<file path="src/rtl/mem_arbiter_pkg.sv">
// Shared rv32i types used by the memory arbiter: the FSM state encoding and the
// identifier of the port that currently owns the downstream memory port.
package rv32i_types;

  typedef enum logic [1:0] {
    IDLE    = 2'd0,
    SERVE_I = 2'd1,
    SERVE_D = 2'd2
  } mem_arb_state_t;

  typedef enum logic {
    ARB_I = 1'b0,
    ARB_D = 1'b1
  } mem_arb_owner_t;

endpackage

</file>
<file path="src/rtl/mem_arb_priority.sv">
// Combinational grant selection between the fetch and LSQ ports.
// Round-robin on contention when MEM_ARB_ROUND_ROBIN_EN is defined, LSQ-first otherwise.
module mem_arb_priority
  import rv32i_types::*;
(
  input  logic i_pend,
  input  logic d_pend,
  input  logic last_grant,
  output logic grant_valid,
  output logic grant_owner
);

  assign grant_valid = i_pend | d_pend;

`ifdef MEM_ARB_ROUND_ROBIN_EN
  // A contested grant goes to whichever port did not win the previous grant.
  always_comb begin
    grant_owner = ARB_D;
    if (i_pend && !d_pend) begin
      grant_owner = ARB_I;
    end else if (i_pend && d_pend && (last_grant == ARB_D)) begin
      grant_owner = ARB_I;
    end
  end
`else
  logic unusedLastGrant;
  assign unusedLastGrant = last_grant;

  assign grant_owner = (i_pend && !d_pend) ? ARB_I : ARB_D;
`endif

endmodule

</file>
<file path="src/rtl/mem_arbiter.sv">
// Serialises the fetch and LSQ memory ports onto one registered downstream port.
// Define MEM_ARB_ROUND_ROBIN_EN for round-robin arbitration; default is fixed LSQ priority.
module mem_arbiter
  import rv32i_types::*;
#(
  parameter int width = 32
) (
  input  logic                 clk,
  input  logic                 rst,

  input  logic                 i_mem_read,
  input  logic                 i_mem_write,
  input  logic [width/8-1:0]   i_mem_byte_enable,
  input  logic [width-1:0]     i_mem_address,
  input  logic [width-1:0]     i_mem_wdata,
  output logic                 i_mem_resp,
  output logic [width-1:0]     i_mem_rdata,

  input  logic                 lsq_mem_read,
  input  logic                 lsq_mem_write,
  input  logic [width/8-1:0]   lsq_mem_byte_enable,
  input  logic [width-1:0]     lsq_mem_address,
  input  logic [width-1:0]     lsq_mem_wdata,
  output logic                 lsq_mem_resp,
  output logic [width-1:0]     lsq_mem_rdata,

  output logic                 mem_read,
  output logic                 mem_write,
  output logic [width/8-1:0]   mem_byte_enable,
  output logic [width-1:0]     mem_address,
  output logic [width-1:0]     mem_wdata,
  input  logic                 mem_resp,
  input  logic [width-1:0]     mem_rdata
);

  mem_arb_state_t      state_q;
  logic                mem_read_q;
  logic                mem_write_q;
  logic [width/8-1:0]  mem_byte_enable_q;
  logic [width-1:0]    mem_address_q;
  logic [width-1:0]    mem_wdata_q;

  logic i_pend;
  logic d_pend;
  logic grant_valid;
  logic grant_owner;
  logic last_grant;

  assign i_pend = i_mem_read | i_mem_write;
  assign d_pend = lsq_mem_read | lsq_mem_write;

  mem_arb_priority u_priority (
    .i_pend      (i_pend),
    .d_pend      (d_pend),
    .last_grant  (last_grant),
    .grant_valid (grant_valid),
    .grant_owner (grant_owner)
  );

`ifdef MEM_ARB_ROUND_ROBIN_EN
  logic last_grant_q;

  always_ff @(posedge clk or negedge rst) begin
    if (!rst) begin
      last_grant_q <= ARB_D;
    end else if ((state_q == IDLE) && grant_valid) begin
      last_grant_q <= grant_owner;
    end
  end

  assign last_grant = last_grant_q;
`else
  assign last_grant = ARB_D;
`endif

  // Winner's request fields; a simultaneous read+write issues only the write.
  logic                sel_i;
  logic                sel_write;
  logic                sel_read;
  logic [width/8-1:0]  sel_byte_enable;
  logic [width-1:0]    sel_address;
  logic [width-1:0]    sel_wdata;

  assign sel_i           = (grant_owner == ARB_I);
  assign sel_write       = sel_i ? i_mem_write : lsq_mem_write;
  assign sel_read        = (sel_i ? i_mem_read : lsq_mem_read) & ~sel_write;
  assign sel_byte_enable = sel_i ? i_mem_byte_enable : lsq_mem_byte_enable;
  assign sel_address     = sel_i ? i_mem_address : lsq_mem_address;
  assign sel_wdata       = sel_i ? i_mem_wdata : lsq_mem_wdata;

  always_ff @(posedge clk or negedge rst) begin
    if (!rst) begin
      state_q           <= IDLE;
      mem_read_q        <= 1'b0;
      mem_write_q       <= 1'b0;
      mem_byte_enable_q <= '0;
      mem_address_q     <= '0;
      mem_wdata_q       <= '0;
    end else begin
      case (state_q)
        IDLE: begin
          if (grant_valid) begin
            state_q           <= sel_i ? SERVE_I : SERVE_D;
            mem_read_q        <= sel_read;
            mem_write_q       <= sel_write;
            mem_byte_enable_q <= sel_byte_enable;
            mem_address_q     <= sel_address;
            mem_wdata_q       <= sel_wdata;
          end
        end
        SERVE_I, SERVE_D: begin
          if (mem_resp) begin
            state_q     <= IDLE;
            mem_read_q  <= 1'b0;
            mem_write_q <= 1'b0;
          end
        end
        default: state_q <= IDLE;
      endcase
    end
  end

  assign mem_read        = mem_read_q;
  assign mem_write       = mem_write_q;
  assign mem_byte_enable = mem_byte_enable_q;
  assign mem_address     = mem_address_q;
  assign mem_wdata       = mem_wdata_q;

  assign i_mem_resp    = (state_q == SERVE_I) & mem_resp;
  assign i_mem_rdata   = (state_q == SERVE_I) ? mem_rdata : '0;
  assign lsq_mem_resp  = (state_q == SERVE_D) & mem_resp;
  assign lsq_mem_rdata = (state_q == SERVE_D) ? mem_rdata : '0;

  rwConflict: assert property (@(posedge clk) disable iff (!rst)
    !(i_mem_read && i_mem_write) && !(lsq_mem_read && lsq_mem_write));

endmodule

</file>
<file path="config.mk">
export PLATFORM = sky130hd
export DESIGN_NAME = mem_arbiter
export DESIGN_NICKNAME = d
export VERILOG_FILES = /design/src/rtl/mem_arbiter_pkg.sv /design/src/rtl/mem_arb_priority.sv /design/src/rtl/mem_arbiter.sv
export SDC_FILE = /design/constraint.sdc
export NUM_CORES = 1
export LEC_CHECK = 0
export ABC_AREA = 1
export BUFFER_PORTS_ARGS = -buffer_cell sky130_fd_sc_hd__buf_2
export CORE_AREA = 2 2 120 122
export CTS_CLUSTER_DIAMETER = 30
export DETAILED_ROUTE_END_ITERATION = 10
export DIE_AREA = 0 0 122 124
export GPL_ROUTABILITY_DRIVEN = 0
export MAX_ROUTING_LAYER = met4
export PLACE_DENSITY_LB_ADDON = 0.15
export SLEW_MARGIN = 0
export SYNTH_ARGS = -nofsm -noshare
export SYNTH_HDL_FRONTEND = slang
export SYNTH_SLANG_ARGS = --single-unit
</file>
<file path="constraint.sdc">
create_clock -name clk -period 1.5 [get_ports clk]
set_input_delay 0.3 -clock clk [delete_from_list [all_inputs] [get_ports clk]]
set_output_delay 0.3 -clock clk [all_outputs]
set_load 0.1 [all_outputs]
</file>
==> results.md <==
- Largest net degree at the start of global routing: 73
- Drt drc: 0
- CP delay by family, top: buffers and inverters
- Later-pin clock latency in the skew report: 0.33 ns
- Routed wire length per instance: 14.3 um
- Final setup margin: -0.362 ns
- RSZ-0062 raised after global routing: yes
- Antenna viol nets, final: 0
- WL final: 17300 um
- Setup violations, final: 135
- Max Root-Sink Buffers: 2
- Total congestion overflow: 0
- Fmax: 537 MHz
- Synth Net Count: 862
- IO Port Bufs: 310
- Initial drt markers: 163
- Worst reg2reg endpoint: mem_wdata[25]$_DFFE_PN0P_
- Fin cells: 1212
- Mapped Cells: 684
- Synth Register Bits: 72
- Cells along the critical path: buf_6 -> ha_4 -> buf_8 -> nand2_2 -> clkinvlp_4 -> buf_12
- Core Area: 13700 um2
- Worst clock skew: 0.00677 ns
- Fillcell total: 1203
- Reg2reg path depth: 11
- Worst setup EP type: output pin
- Slowest CP cell: dfrtp_1
- Syn avg cell area: 6.16 um2
- Starting Density: 0.307
- Violated checks: hold timing, setup timing
- Crit path required time: 1.20 ns
- Yosys warning total: 0
- Multi-input gate area: 2490 um2
- Post-Place Cells: 1157
- Sequential-to-total area share from yosys stat: 0.428
- Top Ports: 311
- Relative slew slack: 0.655
- Minimum clock period: 1.86 ns
- Area of the die: 15100 um2
- Antenna diodes: 0
- Root Buffer: clkbuf_16
- Critical R2R Launch: state_q[0]$_DFFE_PN0P_
- TritonCTS Buffers: 9
- Critical path's largest stage delay: 0.40 ns
- Outcome: complete, but fails checks
- WP data arrival: 1.56 ns
- Maximum fanout along the worst path: 7
- Area Overhead vs Synth: 111%
- HP Class: in -> async
- # rows: 43
- CP Class: reg -> out
- DR vias: 5292
- Max cap viols: 0
- H-tree depth: 3
- Hold slack: -0.0145 ns
- Nets: 1205
- Post-Syn Area: 4210 um2
- Total area of sequential cells: 1800 um2
- Layout cells sized above 1: 0.544
- CP bufs+invs: 4
- Die X: 122 um
- Global-route wire length before repair: 25200 um
- Clk sinks: 72
- Worst-path clk slew: 0.06 ns
- Measured slew at the worst slew-check pin: 0.521 ns
- Die Ht: 124 um
- CTS tree: built
- Reg2reg setup slack: -0.26 ns
- Count of cell types in the netlist: 15
- Vias per cell: 4.37
- Worst setup SP type: flip-flop
- Fin crit share: 1.24
- Global Route Usage Sum: 0.218
- Final Hold Vio Count: 6
- Final Max Slew Viols: 0
- Pre-antenna DRT Iters: 4
- Vias in the first global route: 5087
- Dpl hpwl: 11800 um
- Initial antenna violation count: 0
==> timing repair <==
item,in CTS,in global routing
cloned,8,13
gates resized for setup,55,80
pin swaps,8,18
endpoints found under the hold margin,0,0
setup endpoints to repair,99,139
hold buffers,0,0
buffers inserted,9,12
==> cells in the final DEF (no fill, tap or decap), types with 4 or more instances in the layout <==
master and count:
inv_2 4, dfrtp_1 72, buf_16 8, nand2_1 387, buf_8 4, buf_2 242, buf_6 14, buf_12 81
buf_4 7, nand2_2 54, nand2_4 42, clkbuf_16 18, clkinvlp_4 67
==> per-stage QoR <==
step / cell area (um2) / hold WS (ns) / setup TNS (ns) / util / setup slack [ns]
3_3_place_gp: 7550 / 0.356 / -2.04 / 0.550 / -0.0823
3_5_place_dp: 7550 / 0.360 / -3.77 / 0.550 / -0.106
4_1_cts: 8330 / 0.00531 / -27.50 / 0.607 / -0.355
6_report: 8890 / -0.0145 / -37.28 / 0.648 / -0.362
5_1_grt: 8890 / 0.0243 / -48.16 / 0.648 / -0.422
2_1_floorplan: 4800 / 0.00441 / -9.82 / - / -0.164
==> worst max-delay path by stage <==
stage,start,end,slack [ns],depth (start not counted)
final,state_q[0]$_DFFE_PN0P_,i_mem_rdata[15],-0.36,6
after global routing,state_q[1]$_DFFE_PN0P_,i_mem_rdata[15],-0.42,6
after CTS,state_q[0]$_DFFE_PN0P_,i_mem_rdata[24],-0.36,6
after detailed placement,state_q[0]$_DFFE_PN0P_,lsq_mem_rdata[1],-0.11,6
after global placement,state_q[0]$_DFFE_PN0P_,lsq_mem_rdata[2],-0.08,6
after floorplan,state_q[1]$_DFFE_PN0P_,i_mem_rdata[10],-0.16,6
==> sequential cells by signal (all words and copies together) (netlist names) <==
| name | flops |
|---|---|
| mem_address | 32 |
| mem_wdata | 32 |
| mem_byte_enable | 4 |
| state_q | 2 |
| mem_read | 1 |
| mem_write | 1 |
==> kinds of logic after synthesis <==
group                      count (synthesis)  synth area share
and+or+nand+nor                          491             0.444
AOI/OAI and AO/OA                          7            0.0119
DFF                                       72             0.428
adders and majority gates                  3           0.00891
buffers and inverters                    111             0.107
==> area by class of cell <==
| type | count | area share |
|---|---|---|
| flip-flops and latches | 72 | 0.203 |
| clock buffers | 13 | 0.0281 |
| repair buffers | 367 | 0.401 |
| multi-input cells | 501 | 0.280 |
| well taps | 180 | 0.0253 |
| repair inverters | 1 | 0.000985 |
| clock inverters | 3 | 0.00197 |
| inverters | 75 | 0.0604 |
==> Yosys cell counts <==
cell | n | share of area
inv_1 | 73 | 0.065
or2_2 | 1 | 0.0015
o21ai_0 | 4 | 0.0048
ha_1 | 3 | 0.0089
nand3_1 | 3 | 0.0036
a21oi_1 | 1 | 0.0012
a21oi_4 | 1 | 0.0039
o21ai_2 | 1 | 0.0021
buf_2 | 9 | 0.011
nor2_4 | 3 | 0.0080
nand2_1 | 484 | 0.43
dfrtp_1 | 72 | 0.43
inv_2 | 2 | 0.0018
buf_4 | 6 | 0.011
clkbuf_1 | 21 | 0.019
==> layer usage <==
metal,share of wire,routed length [um],up-vias,global-route usage
met2,0.53,9130,223,0.390
met3,0.064,1110,28,0.0417
met1,0.39,6800,2380,0.250
li1,-,-,2661,-
met4,0.016,283,0,0.0625
met5,0,0,-,-
Power is left out: the tool's default activity adds up to more than one toggle a clock period on the data nets, which glitch-free logic cannot reach.
